==> src/rtl/motor_pkg.sv <==
// Shared motor-control types and default timing constants.
package motor_pkg;

  typedef enum logic [1:0] {
    IDLE = 2'd0,
    RUN  = 2'd1,
    DEAD = 2'd2
  } motor_state_t;

  localparam int DEF_PERIOD   = 100;
  localparam int DEF_DEADTIME = 4;

endpackage

==> src/rtl/motor_pwm.sv <==
// Single-channel motor PWM with shadowed duty/direction commands applied at
// period boundaries and a forced-low dead time on direction reversal.
module motor_pwm
  import motor_pkg::*;
#(
  parameter int PERIOD   = DEF_PERIOD,
  parameter int DEADTIME = DEF_DEADTIME
) (
  input  logic                          clk_in,
  input  logic                          reset_n_in,
  input  logic                          tick_in,
  input  logic                          enable_in,
  input  logic [$clog2(PERIOD+1)-1:0]   duty_in,
  input  logic                          dir_in,
  input  logic                          cmd_valid_in,
  output logic                          cmd_ready_out,
  output logic                          pwm_out,
  output logic                          dir_out,
  output logic                          period_start_out
);

  localparam int DW = $clog2(PERIOD + 1);
  localparam logic [DW-1:0] DUTY_MAX  = DW'(PERIOD);
  localparam logic [DW-1:0] CNT_LAST  = DW'(PERIOD - 1);
  localparam logic [7:0]    DEAD_LAST = 8'(DEADTIME - 1);

  motor_state_t   state_reg;
  logic [DW-1:0]  cnt_reg;
  logic [DW-1:0]  duty_active_reg;
  logic [DW-1:0]  shadow_duty_reg;
  logic           shadow_dir_reg;
  logic           pending_reg;
  logic [7:0]     dead_cnt_reg;
  logic [DW-1:0]  duty_clamped;

  assign duty_clamped  = (duty_in > DUTY_MAX) ? DUTY_MAX : duty_in;
  assign cmd_ready_out = !pending_reg;

  always_ff @(posedge clk_in) begin
    if (!reset_n_in) begin
      state_reg        <= IDLE;
      cnt_reg          <= '0;
      duty_active_reg  <= '0;
      shadow_duty_reg  <= '0;
      shadow_dir_reg   <= 1'b0;
      pending_reg      <= 1'b0;
      dead_cnt_reg     <= '0;
      pwm_out          <= 1'b0;
      dir_out          <= 1'b0;
      period_start_out <= 1'b0;
    end else begin
      period_start_out <= 1'b0;

      // Capture and apply never collide: capture needs pending clear, apply needs it set.
      if (cmd_valid_in && !pending_reg) begin
        shadow_duty_reg <= duty_clamped;
        shadow_dir_reg  <= dir_in;
        pending_reg     <= 1'b1;
      end

      if (!enable_in) begin
        state_reg    <= IDLE;
        cnt_reg      <= '0;
        dead_cnt_reg <= '0;
        pwm_out      <= 1'b0;
      end else begin
        case (state_reg)
          IDLE: begin
            if (pending_reg) begin
              dir_out         <= shadow_dir_reg;
              duty_active_reg <= shadow_duty_reg;
              pending_reg     <= 1'b0;
            end
            state_reg        <= RUN;
            cnt_reg          <= '0;
            pwm_out          <= 1'b0;
            period_start_out <= 1'b1;
          end

          RUN: begin
            pwm_out <= (cnt_reg < duty_active_reg);
            if (tick_in) begin
              if (cnt_reg == CNT_LAST) begin
                cnt_reg <= '0;
                if (pending_reg && (shadow_dir_reg != dir_out)) begin
                  state_reg    <= DEAD;
                  dead_cnt_reg <= '0;
                end else begin
                  if (pending_reg) begin
                    duty_active_reg <= shadow_duty_reg;
                    pending_reg     <= 1'b0;
                  end
                  period_start_out <= 1'b1;
                end
              end else begin
                cnt_reg <= cnt_reg + 1'b1;
              end
            end
          end

          DEAD: begin
            pwm_out <= 1'b0;
            if (tick_in) begin
              if (dead_cnt_reg == DEAD_LAST) begin
                dir_out          <= shadow_dir_reg;
                duty_active_reg  <= shadow_duty_reg;
                pending_reg      <= 1'b0;
                state_reg        <= RUN;
                cnt_reg          <= '0;
                dead_cnt_reg     <= '0;
                period_start_out <= 1'b1;
              end else begin
                dead_cnt_reg <= dead_cnt_reg + 8'd1;
              end
            end
          end

          default: begin
            state_reg <= IDLE;
            pwm_out   <= 1'b0;
          end
        endcase
      end
    end
  end

endmodule

==> config.mk <==
export PLATFORM = sky130hd
export DESIGN_NAME = motor_pwm
export DESIGN_NICKNAME = d
export VERILOG_FILES = /design/src/rtl/motor_pkg.sv /design/src/rtl/motor_pwm.sv
export SDC_FILE = /design/constraint.sdc
export NUM_CORES = 1
export LEC_CHECK = 0
export ABC_AREA = 1
export BUFFER_PORTS_ARGS = -buffer_cell sky130_fd_sc_hd__clkbuf_2
export CORE_ASPECT_RATIO = 0.8
export CORE_MARGIN = 1.5
export CORE_UTILIZATION = 38
export DETAILED_ROUTE_END_ITERATION = 10
export PLACE_DENSITY_LB_ADDON = 0.15
export SLEW_MARGIN = 20
export SYNTH_ARGS = -nofsm -noshare
export SYNTH_HDL_FRONTEND = slang
export SYNTH_SLANG_ARGS = --single-unit
==> constraint.sdc <==
create_clock -name clk_in -period 1.45 [get_ports clk_in]
set_input_delay 0.29 -clock clk_in [delete_from_list [all_inputs] [get_ports clk_in]]
set_output_delay 0.29 -clock clk_in [all_outputs]
set_load 0.05 [all_outputs]
Yosys cells after proc, flatten, opt, wreduce, memory -nomap -nowiden
Index checks and enable logic that the tools add are counted.
- register bits after elaboration: 36
- bits in latches: 0
- bits in writable memories: 0
- ROM bits: 0
- input bits: 13
- output and inout bits: 4
- word-level logic and storage cells: 84
- memories kept: 0
- add/subtract/negate cells: 2
- multiply operators: 0
- div/mod/pow operators: 0
- magnitude comparators: 2
- eq/ne operators: 12
- shift operators: 0
- mux-type cells: 44
- bitwise operators: 0
- reduce and logical (&&, ||, !) cells: 14
- operator list (cell ; count):
    7-bit 2-to-1 mux ; 11
    7-bit case mux with 3 select lines ; 2
    8-bit 2-to-1 mux ; 5
    1-bit 2-to-1 mux ; 16
    8-bit case mux with 2 select lines ; 1
    5-bit AND reduction ; 3
    2-bit inequality test, second input constant ; 7
    2-bit 2-to-1 mux ; 5
    8-bit by 1-bit adder with 8-bit output, second input constant ; 1
    8-bit by 2-bit equality test with 1-bit output, second input constant ; 1
    7-bit by 1-bit adder with 7-bit output, second input constant ; 1
    7-bit equality test, second input constant ; 1
    7-bit greater-than comparator, second input constant ; 1
    7-bit less-than comparator ; 1
    7-bit AND reduction ; 1
    1-bit case mux with 3 select lines ; 2
    2-bit case mux with 3 select lines ; 1
    4-bit AND reduction ; 1
    2-bit nonzero test ; 2
    3-bit AND reduction ; 1
    3-bit nonzero test ; 1
    2-bit by 1-bit equality test with 1-bit output, second input constant ; 1
    2-bit equality test, second input constant ; 1
    1-bit logical AND ; 2
    5 further kinds ; 5

Depth between registers and ports, before layout
Gate-level depths: netlist (run 1).
- depth after elaboration: 9
- gate-level depth with buffers: 10

Worst setup path before layout (run 1)
OpenSTA, ideal clock, no wires.
- kind: register -> register
- start point: register dir_out
- end point: register state_reg[0]
- arrival time: 1.455 ns
- slack: -0.069 ns
- cell stages (with the launch flop): 9
- buffers on the path: 0
- period minus slack after synthesis: 1.519 ns
- cell sequence: dfxtp_1 -> inv_1 -> nand2_1 -> nand3_1 -> o21ai_2 -> nand2_1 -> nor2_1 -> nor2_1 -> nor2_1
- word-level cells in the longest chain between the ends: 4
- ends and longest elaborated chain (item ; line ; text):
    from (decl) ; motor_pwm.sv:18 ; output logic dir_out,
    from (signal assigned) ; motor_pwm.sv:70 ; dir_out <= shadow_dir_reg;
    from (signal assigned) ; motor_pwm.sv:105 ; dir_out <= shadow_dir_reg;
    1-bit inequality test ; motor_pwm.sv:85 ; if (pending_reg && (shadow_dir_reg != dir_out)) begin
    1-bit logical AND ; motor_pwm.sv:85 ;
    2-bit inequality test (no source line) ; n/a ;
    5-bit AND reduction (no source line) ; n/a ;
    to (signal assigned) ; motor_pwm.sv:74 ; state_reg <= RUN;
    to (signal assigned) ; motor_pwm.sv:86 ; state_reg <= DEAD;
    to (signal assigned) ; motor_pwm.sv:108 ; state_reg <= RUN;
    to (decl) ; motor_pwm.sv:27 ; motor_state_t state_reg;
No other way between the ends.
A chain may end at the register's enable or synchronous reset.

Worst setup path after layout (run 1)
- start point: register state_reg[0]
- end point: register dead_cnt_reg[1]
- word-level cells in the longest chain between the ends: 3
- elaborated cells on any way between the ends: 9
- those cells by class: 6 x eq/ne; 1 x mux; 2 x reduce/logical
- ends and longest elaborated chain (item ; line ; text):
    from (signal assigned) ; motor_pwm.sv:41 ; state_reg <= IDLE;
    from (signal assigned) ; motor_pwm.sv:62 ; state_reg <= IDLE;
    from (signal assigned) ; motor_pwm.sv:74 ;
    2-bit by 1-bit equality test with 1-bit output or 2-bit equality test (tied branches) ; motor_pwm.sv:67 ; case (state_reg)
    2-bit inequality test (no source line) or 2-bit nonzero test (tied branches) ; n/a ;
    5-bit AND reduction (no source line) ; n/a ;
    to (signal assigned) ; motor_pwm.sv:113 ; dead_cnt_reg <= dead_cnt_reg + 8'd1;
    to (decl) ; motor_pwm.sv:33 ; logic [7:0] dead_cnt_reg;
Several ways; a longest one is shown, not always the timed one.

==> results of run 1 <==
==> through the flow <==
stage	hold WS [ps]	total power, mW	setup WS (ps)	area, um2
final	224.6	2.555	6.008	3164
after global routing	247.9	2.703	-84.62	3164
after CTS	219.9	2.527	1.745	3013
after detailed placement	445.5	1.707	-71.52	2773
after global placement	448.8	1.705	-42.25	2773
after floorplan	411.1	1.527	-18.36	2322
==> final timing paths <==
kind	startpoint	to	depth (start not counted)
max	state_reg[0]	dead_cnt_reg[1]	7
min	duty_in[2]	shadow_duty_reg[2]	3
min reg2reg	shadow_duty_reg[5]	shadow_duty_reg[5]	2
max reg2reg	state_reg[0]	dead_cnt_reg[1]	7
==> final cells by class <==
type | instances | area, um2 | area share (%)
clock buffers | 7 | 96.34 | 3.045
inverters | 52 | 206.4 | 6.524
multi-input cells | 252 | 1556 | 49.19
flip-flops and latches | 36 | 734.5 | 23.21
well taps | 81 | 101.3 | 3.203
repair buffers | 63 | 469.2 | 14.83
==> placed cells by master, fill, tap and decap left out, drive strengths merged <==
cell type and n:
nand2 93, nor2 60, inv 51, buf 48
dfxtp 36, a21oi 26, clkbuf 22, nand3 20
o21ai 13, ha 12, nand4 11, xor2 4
nor3 3, xnor2 2, a211oi 2, o21bai 2
clkinvlp 1, or2 1, nand3b 1, o31ai 1
nor4 1
==> worst reg2reg max path: stages, from the launching register on <==
cell and delay (ps):
dfxtp_4 380, inv_2 50, buf_4 130, ha_4 270
nand3_4 80, nor2_4 220, nand3_2 110, a21oi_2 120
==> timing repair <==
| item | 4_1_cts | 5_1_grt |
|---|---|---|
| buffers inserted | 4 | 3 |
| setup endpoints to repair | 24 | 28 |
| resized for setup | 27 | 40 |
| pin swaps | 10 | 32 |
| endpoints found under the hold margin | 0 | 0 |
==> layer usage <==
layer / part of all wire [%] / up-vias / global-route usage (%)
met5: 0 / - / 0
met3: 3.2 / 5 / 3.542
met1: 55 / 1010 / 25.91
met2: 41 / 48 / 28.20
li1: - / 1220 / -
met4: 1.0 / 0 / 7.055
==> kinds of logic (layout without fill, tap and decap cells) <==
group                      count (synthesis)  in the layout  share of synthesized area [%]
and+or+nand+nor                          190            190                          39.07
buffers and inverters                     59            122                          10.28
xor gates and xnor gates                   6              6                          2.273
adders and majority gates                 12             12                          6.493
DFF                                       36             36                          31.17
AOI/OAI and AO/OA                         44             44                          10.71
==> power breakdown <==
part           switching (mW)  internal [mW]
Combinational           0.419          0.283
Sequential             0.0374           1.05
Clock                   0.343          0.423
==> metrics.txt, run 1 <==
period utilization between 90% and 100%; ys flop type dfxtp_1; initial antenna violation count 0; maxcap violations 0; Non-Filler Instances slightly below 500; cell taking the most area after synthesis dfxtp_1; Net Count, Synth roughly 370; largest net degree at the start of global routing 17; Post-DP HPWL 4.244 mm; Detail Route Antenna Nets 0; Largest register FFs 8; core area between 5000 and 6000 um2; Starting Density roughly two fifths; worst hold path type primary input to flip-flop; Commonest cells post-synth nand2_1 (84), nor2_1 (55), inv_1 (47), dfxtp_1 (36), a21oi_1 (26); WL final 5.627 mm; Post-synth ARST share 0%; most common cell in the netlist nand2_1; PD cells 807.6 nW/um2; Mean Syn Cell Area 6.663 um2; peak supply drop around 520 uV; fill cell count approximately 590; Area Growth Syn to Fin 36.85%; CP max FO 8; GRT Total Usage a little under a fifth; Worst slew margin between 70 and 80%; layout cells sized above 1 approximately 34%; H-Tree Depth 2; Core Rows 25; CTS Buffer Depth 2; synth unique cells 30; CP max stage delay between 300 and 400 ps; Post-synth EDFFs 0; DRC Markers 0; io pins 17; number of diodes 0; Placed Instances between 400 and 500; CTS clk-pin slew, worst paths 70 ps; Synth Instances 347; delay-heaviest family, CP simple AND/OR/NAND/NOR gates; Hold Fails Final Rpt 0; CTS tree yes; Iter 0 DRT Violations approximately 70; Root Driver clkbuf_8; Final Skew just over 3 ps; Crit path arrival time about 1700 ps; Post-Syn Area ~2300 um2; Synth Register Bits 36; LEAKAGE between 1 and 1.5 nW; final RePlAce weighted congestion slightly below 0.9; setup_tns 0 ps; fin crit period approximately 1400 ps; Critical Path, Cell by Cell inv_2 > buf_4 > ha_4 > nand3_4 > nor2_4 > nand3_2 > a21oi_2; IO Port Bufs 16; CP endpoint kind flip-flop; top cells by area, synth dfxtp_1 (31%), nand2_1 (14%), nor2_1 (8.9%); worst endpoint required time 1670 ps; RSZ-0062 raised after global routing yes; via count about 2,300; Overflow after GRT 0; worst path bufs/invs 2; clock latency on the worst-skew pair around 280 ps; critical path class flip-flop to flip-flop; synth warn 0; DIE AREA approximately 6600 um2; Die Wd approximately 90 um; Worst Max-Slew Pin Slew a little under 400 ps; cts bufs inserted 5; Worst setup SP type flip-flop; status finished clean; DR vias/cell 4.650; sequential area share after synthesis between 30% and 40%; setup violators final 0; fin util 53.81%; DR WL/cell around 11 um; reg2reg setup slack approximately 6 ps; fin nets around 440; Slew Viols, Final 0; clk sinks 36; Slowest cell on crit path dfxtp_4; fmax roughly 690 MHz; hold_buf cts 0; Die Ht 72.77 um; first-pass GRT wire length 9.653 mm; vias in the first global route roughly 2,100; share of the synthesized area in the top cell type a little under a third; DRT Pass-1 Iters 4
(Power assumes the default switching activity.)
==> run 2, diff against run 1 <==
Settings changed: ABC_AREA 1 to default.
==> run 2 against run 1 <==
The flow now finishes with violations (negative setup slack). Register-to-register slack got worse by 300 ps. Total power decreased by 1.8%. Hold slack improved by 28 ps. Largest power group unchanged. Critical path depth decreased by 1. Synthesized area decreased by 5.5%. Design area increased by 14%. Global-route usage increased by 3.4 points. Sequential cell count unchanged. Via count about the same.
==> metrics.txt, run 2 <==
Worst setup SP type flip-flop (unchanged); Post-DP HPWL 4.544 mm (was 4.244 mm); Commonest cells post-synth dfxtp_1 (36), nand2_1 (27), a21oi_1 (14), inv_1 (13), ha_1 (12) (was nand2_1 (84), nor2_1 (55), inv_1 (47), dfxtp_1 (36), a21oi_1 (26)); DRC Markers 0 (unchanged); status finished with violations (was finished clean); commonest non-fill, non-tap cells in the layout buf_4 (61), nand2_1 (26), dfxtp_1 (24) (was nand2_1 (72), nor2_1 (47), inv_1 (42), buf_4 (42), dfxtp_1 (29)); largest net degree at the start of global routing 18 (was 17); clk sinks 36 (unchanged); clock latency on the worst-skew pair 290 ps (was 280 ps); Crit path depth 6 (was 7); met1 Resource Use GR 32.78% (was 25.91%); DR WL/cell 16.48 um (was 11.46 um); Worst R2R Start dead_cnt_reg[1] (was state_reg[0]); Post-synth EDFFs 0 (unchanged); RSZ-0062 raised after global routing yes (unchanged); DP Area 2908 um2 (was 2773 um2); fmax 573.2 MHz (was 692.5 MHz); Worst slew margin 72.87% (was 73.45%); Reg-to-Reg End cnt_reg[4] (was dead_cnt_reg[1]); Net Count, Synth 270 (was 372); vias in the first global route 2,164 (was 2,108); peak supply drop 609.6 uV (was 517.6 uV); DIE AREA 6215 um2 (was 6565 um2); Root Driver clkbuf_8 (unchanged); most common cell in the netlist dfxtp_1 (was nand2_1); core area 5495 um2 (was 5881 um2); Post-synth ARST share 0% (unchanged); DRT Pass-1 Iters 4 (unchanged); hold path cells 3 (unchanged); Core Rows 24 (was 25); critical path class flip-flop to flip-flop (unchanged); CTS Buffer Depth 2 (unchanged); Largest register FFs 8 (unchanged); H-Tree Depth 2 (unchanged); maxcap violations 0 (unchanged); internal cell power 1.792 mW (was 1.756 mW); ys flop type dfxtp_1 (unchanged); initial antenna violation count 0 (unchanged); final RePlAce weighted congestion 0.8365 (was 0.8712); fin nets 365 (was 435); CTS clk-pin slew, worst paths 80 ps (was 70 ps); setup_tns -5416 ps (was 0 ps); Overflow after GRT 0 (unchanged); sequential area share after synthesis 32.99% (was 31.17%); io pins 17 (unchanged); Most Crowded Layer GR met1 (was met2); WL final 6.905 mm (was 5.627 mm); number of diodes 0 (unchanged); hold_buf cts 0 (unchanged); M3 GR Usage 3.384% (was 3.542%); final instance area 3596 um2 (was 3164 um2); layout cells sized above 1 52.20% (was 34.39%); pre-CTS setup slack -325.7 ps (was -71.52 ps); fin crit period 1745 ps (was 1444 ps); Clk pwr share 36.5% (was 30.0%); Synth Register Bits 36 (unchanged); CP endpoint kind flip-flop (unchanged); cts bufs inserted 5 (unchanged); worst r2r path cells 6 (was 7); delay-heaviest family, CP simple AND/OR/NAND/NOR gates (unchanged); Tot Pwr 2.511 mW (was 2.555 mW); cell taking the most area after synthesis dfxtp_1 (unchanged); worst hold path type primary input to flip-flop (unchanged); Hold Crit Start dir_in (was duty_in[2]); CP max FO 5 (was 8); combinational power share 22.4% (was 27.5%); Starting Density 39.75% (was 39.32%); Crit path arrival time 1980 ps (was 1670 ps); Hold Fails Final Rpt 0 (unchanged); Critical Path, Cell by Cell ha_4 > nor4b_4 > buf_4 > a31oi_4 > or4_4 > a21oi_2 (was inv_2 > buf_4 > ha_4 > nand3_4 > nor2_4 > nand3_2 > a21oi_2); top cells by area, synth dfxtp_1 (33%), ha_1 (6.9%), mux2i_1 (5.0%) (was dfxtp_1 (31%), nand2_1 (14%), nor2_1 (8.9%)); Mean Syn Cell Area 8.917 um2 (was 6.663 um2); Slowest cell on crit path or4_4 (was dfxtp_4); Detail Route Antenna Nets 0 (unchanged); worst path bufs/invs 1 (was 2); setup violators final 29 (was 0); GR Util met2 31.81% (was 28.20%); commonest non-fill, non-tap cell in the layout buf_4 (was nand2_1); CTS tree yes (unchanged); CP max stage delay 560 ps (was 380 ps); IO Port Bufs 16 (unchanged); period utilization 120.3% (was 99.59%); worst endpoint required time 1680 ps (was 1670 ps); Die Ht 70.82 um (was 72.77 um); P_sw 0.7184 mW (was 0.7993 mW); synth warn 0 (unchanged); Slew Viols, Final 0 (unchanged); Final Skew 2.576 ps (was 3.071 ps); LEAKAGE 1.375 nW (was 1.361 nW); share of the synthesized area in the top cell type 32.99% (was 31.17%); GRT Total Usage 21.86% (was 18.47%); via count 2,284 (was 2,283); reg2reg setup slack -290 ps (was 6 ps); PD cells 698.2 nW/um2 (was 807.6 nW/um2); setup ws final -294.5 ps (was 6.008 ps); Synth Instances 245 (was 347); Sequential Power Share 41.2% (was 42.5%); Die Wd 87.77 um (was 90.21 um); violated checks negative setup slack; synth unique cells 51 (was 30); Sw Ratio 28.61% (was 31.28%); Area Growth Syn to Fin 64.60% (was 36.85%); first-pass GRT wire length 10.54 mm (was 9.653 mm); DR vias/cell 5.451 (was 4.650); Post-Syn Area 2185 um2 (was 2312 um2); Worst Max-Slew Pin Slew 405.6 ps (was 397.4 ps); Iter 0 DRT Violations 139 (was 68); Worst Hold Endpoint shadow_dir_reg (was shadow_duty_reg[2])
## run 2: cell families (layout without fill, tap and decap cells)
group,count (synthesis),count (layout),share of synthesized area [%]
fa+ha+maj,12,12,6.873
compound gates,74,75,25.89
flops,36,36,32.99
mux,11,11,5.040
buf+inv,24,119,4.238
xor+xnor,1,1,0.7448
simple gates,87,87,24.23
## run 2: cell type report
type / instances / area (um2)
sequential: 36 / 738.2
multi-input combinational: 186 / 1759
clock buffer: 5 / 68.82
inverter: 13 / 60.06
fill: 418 / 1899
timing repair buffer: 98 / 829.5
clock inverter: 3 / 42.54
tap: 78 / 97.59
## run 2: worst min-delay path: cells and delay by family
family,cells,cell delay (ps)
simple gates,1,90
buf+inv,1,80
mux,1,50
## run 2: routing by layer
layer / vias to the layer above / routed length, um
met1: 1069 / 3288
met3: 9 / 398
met2: 72 / 3153
met4: 0 / 65
met5: - / 0
li1: 1134 / -
## run 2: power by group through the flow
| stage | registers, mW | logic [mW] | clock network (mW) |
|---|---|---|---|
| after global placement | 1.05 | 0.437 | 0 |
| after global routing | 1.04 | 0.601 | 0.956 |
| after floorplan | 1.07 | 0.242 | 0 |
| after detailed placement | 1.06 | 0.439 | 0 |
| after CTS | 1.03 | 0.500 | 0.928 |
| final | 1.03 | 0.562 | 0.915 |
## run 2: repair_timing
item	4_1_cts	5_1_grt
endpoints found under the setup margin	29	32
setup buffers	7	8
cloned	1	1
gates resized for setup	44	46
pin swaps	17	22
## run 2: metrics by stage
stage | util (%) | hold WS [ps] | cells
after CTS | 59.65 | 255.2 | 410
after global routing | 65.44 | 275.5 | 419
after global placement | 52.91 | 442.4 | 394
after detailed placement | 52.91 | 449.0 | 394
final | 65.44 | 253.0 | 419
after floorplan | - | 432.9 | 245
## run 2: worst max path at each step
stage                         start              end  slack, ps
floorplan              state_reg[0]  dead_cnt_reg[0]       -340
global placement       state_reg[1]  dead_cnt_reg[5]       -310
detailed placement     state_reg[0]       cnt_reg[6]       -330
CTS                 dead_cnt_reg[0]       cnt_reg[4]       -290
global route        dead_cnt_reg[1]       cnt_reg[4]       -370
finish              dead_cnt_reg[1]       cnt_reg[4]       -290
==> run 3, diff against run 2 <==
Settings changed: CORE_MARGIN 1.5 to default, CTS_BUF_LIST from default to sky130_fd_sc_hd__clkbuf_8, SLEW_MARGIN 20 to default.
==> run 3 against run 2 <==
The run still ends with negative setup slack left. Clock skew is 5.0 ps higher. Register-to-register slack hardly changed. Non-clock buffer count is 2 lower. Combinational power is 2% higher. Sequential share of layout area is 0.75 points higher. Design area is 3.9% lower. Final cell count is 0.72% lower. Clock power is 19% lower. Sequential power hardly changed. Highest routed layer unchanged.
==> metrics.txt, run 3 (synthesized netlist as in run 2, its figures left out) <==
Critical Path, Cell by Cell nand4bb_4 > o41a_1 > or4_4 > a21oi_2 (was ha_4 > nor4b_4 > buf_4 > a31oi_4 > or4_4 > a21oi_2); Die Wd 86.77 um (was 87.77 um); GRT Total Usage 21.17% (was 21.86%); reg2reg setup slack -290 ps (about the same); worst hold path type primary input to flip-flop (unchanged); io pins 17 (unchanged); met3 WL 303 um (was 398 um); Die Ht 69.82 um (was 70.82 um); setup violators final 28 (was 29); Worst slew margin 73.20% (was 72.87%); first-pass GRT wire length 9.942 mm (was 10.54 mm); fmax 573.6 MHz (was 573.2 MHz); final hold slack 255.0 ps (was 253.0 ps); DP Area 2948 um2 (was 2908 um2); DIE AREA 6058 um2 (was 6215 um2); worst r2r path cells 4 (was 6); Slowest cell on crit path o41a_1 (was or4_4); Overflow after GRT 0 (unchanged); CTS Buffer Depth 2 (unchanged); core area 5495 um2 (unchanged); met2 WL 2.582 mm (was 3.153 mm); Hold Fails Final Rpt 0 (unchanged); Largest register FFs 8 (unchanged); cts bufs inserted 5 (unchanged); final instance area 3457 um2 (was 3596 um2); IO Port Bufs 16 (unchanged); fin nets 362 (was 365); Root Driver clkbuf_8 (unchanged); maxcap violations 0 (unchanged); Detail Route Antenna Nets 0 (unchanged); metal1 wirelength 3.353 mm (was 3.288 mm); number of diodes 0 (unchanged); PD cells 679.3 nW/um2 (was 698.2 nW/um2); DRT Pass-1 Iters 4 (unchanged); Starting Density 39.75% (unchanged); Worst setup startpoint cnt_reg[3] (was dead_cnt_reg[1]); period utilization 120.2% (was 120.3%); setup ws final -293.3 ps (was -294.5 ps); WL final 6.307 mm (was 6.905 mm); commonest non-fill, non-tap cells in the layout buf_4 (65), dfxtp_1 (26), nand2_1 (25) (was buf_4 (61), nand2_1 (26), dfxtp_1 (24)); initial antenna violation count 0 (unchanged); hold_buf cts 0 (unchanged); Core Rows 24 (unchanged); Crit path arrival time 1970 ps (was 1980 ps); CP max FO 3 (was 5); critical path class flip-flop to flip-flop (unchanged); worst endpoint required time 1680 ps (about the same); largest net degree at the start of global routing 20 (was 18); vias in the first global route 1,990 (was 2,164); status finished with violations (unchanged); DRC Markers 0 (unchanged); Reg-to-Reg End dead_cnt_reg[0] (was cnt_reg[4]); fin crit period 1743 ps (was 1745 ps); final RePlAce weighted congestion 0.8691 (was 0.8365); H-Tree Depth 2 (unchanged); violated checks negative setup slack (unchanged); DR WL/cell 15.16 um (was 16.48 um); setup_tns -5094 ps (was -5416 ps); RSZ-0062 raised after global routing yes (unchanged); Worst R2R Start cnt_reg[3] (was dead_cnt_reg[1]); Slew Viols, Final 0 (unchanged); Worst setup SP type flip-flop (unchanged); clock latency on the worst-skew pair 300 ps (was 290 ps); Worst Setup EP dead_cnt_reg[0] (was cnt_reg[4]); Tot Pwr 2.348 mW (was 2.511 mW); fill cell count 456 (was 418); Iter 0 DRT Violations 176 (was 139); Final Skew 7.559 ps (was 2.576 ps); DR vias/cell 5.361 (was 5.451); via count 2,230 (was 2,284); CTS tree yes (unchanged); CTS clk-pin slew, worst paths 80 ps (about the same); layout cells sized above 1 48.82% (was 52.20%); clk sinks 36 (unchanged); Worst Max-Slew Pin Slew 402.0 ps (was 405.6 ps); LEAKAGE 1.364 nW (was 1.375 nW); peak supply drop 697.3 uV (was 609.6 uV); CP max stage delay 500 ps (was 560 ps); commonest non-fill, non-tap cell in the layout buf_4 (unchanged); CP endpoint kind flip-flop (unchanged); Post-DP HPWL 4.541 mm (was 4.544 mm); Area Growth Syn to Fin 58.25% (was 64.60%); top routing layer used met4 (unchanged)
[run 3: changes by cell type in the layout (fill, tap and decap cells not counted), sizes merged]
cell,before,now
clkinvlp,2,1
buf,81,80
bufinv,1,0
clkinv,1,3
clkbuf,22,21
a31oi,4,3
[run 3: worst min-delay path by stage]
stage | startpoint | endpoint | depth (start not counted) | slack, ps
after detailed placement | duty_active_reg[2] | duty_active_reg[2] | 2 | 450
after CTS | duty_in[2] | shadow_duty_reg[2] | 2 | 250
after global placement | duty_active_reg[6] | duty_active_reg[6] | 2 | 440
final | dir_in | shadow_dir_reg | 3 | 260
after global routing | duty_in[2] | shadow_duty_reg[2] | 2 | 260
after floorplan | shadow_duty_reg[2] | duty_active_reg[2] | 2 | 430
[run 3: worst max-delay path: cells and delay by family (launching register included)]
family,cells,cell delay [ps]
simple gates,2,710
compound gates,2,620
flops,1,330
[run 3: stage by stage]
stage | cells | util (%) | setup slack (ps)
after global routing | 416 | 62.91 | -358.2
after global placement | 396 | 53.64 | -310.4
after detailed placement | 396 | 53.64 | -355.0
after CTS | 405 | 57.99 | -267.9
after floorplan | 245 | - | -340.7
final | 416 | 62.91 | -293.3
[run 3: final cells by class]
type	count	area, um2	share of cell area, %
multi-input cells	185	1693	48.97
repair buffers	96	783.3	22.66
flip-flops and latches	36	735.7	21.28
well taps	78	97.59	2.823
clock buffers	5	68.82	1.991
inverters	13	60.06	1.737
clock inverters	3	18.77	0.5429
[run 3: power breakdown]
part | internal (mW) | switching (mW) | total (mW)
Clock | 0.335 | 0.405 | 0.740
Sequential | 1.02 | 0.0181 | 1.03
Combinational | 0.282 | 0.292 | 0.574
[run 3: repair_timing]
item,4_1_cts,5_1_grt
setup buffers,2,11
pin swaps,28,17
resized for setup,32,37
setup endpoints to repair,29,29
[run 3: metal layers]
| layer | up-vias | track usage, % |
|---|---|---|
| met5 | - | 0 |
| met4 | 0 | 5.370 |
| met3 | 8 | 4.643 |
| met2 | 50 | 27.95 |
| met1 | 1055 | 33.78 |
| li1 | 1117 | - |
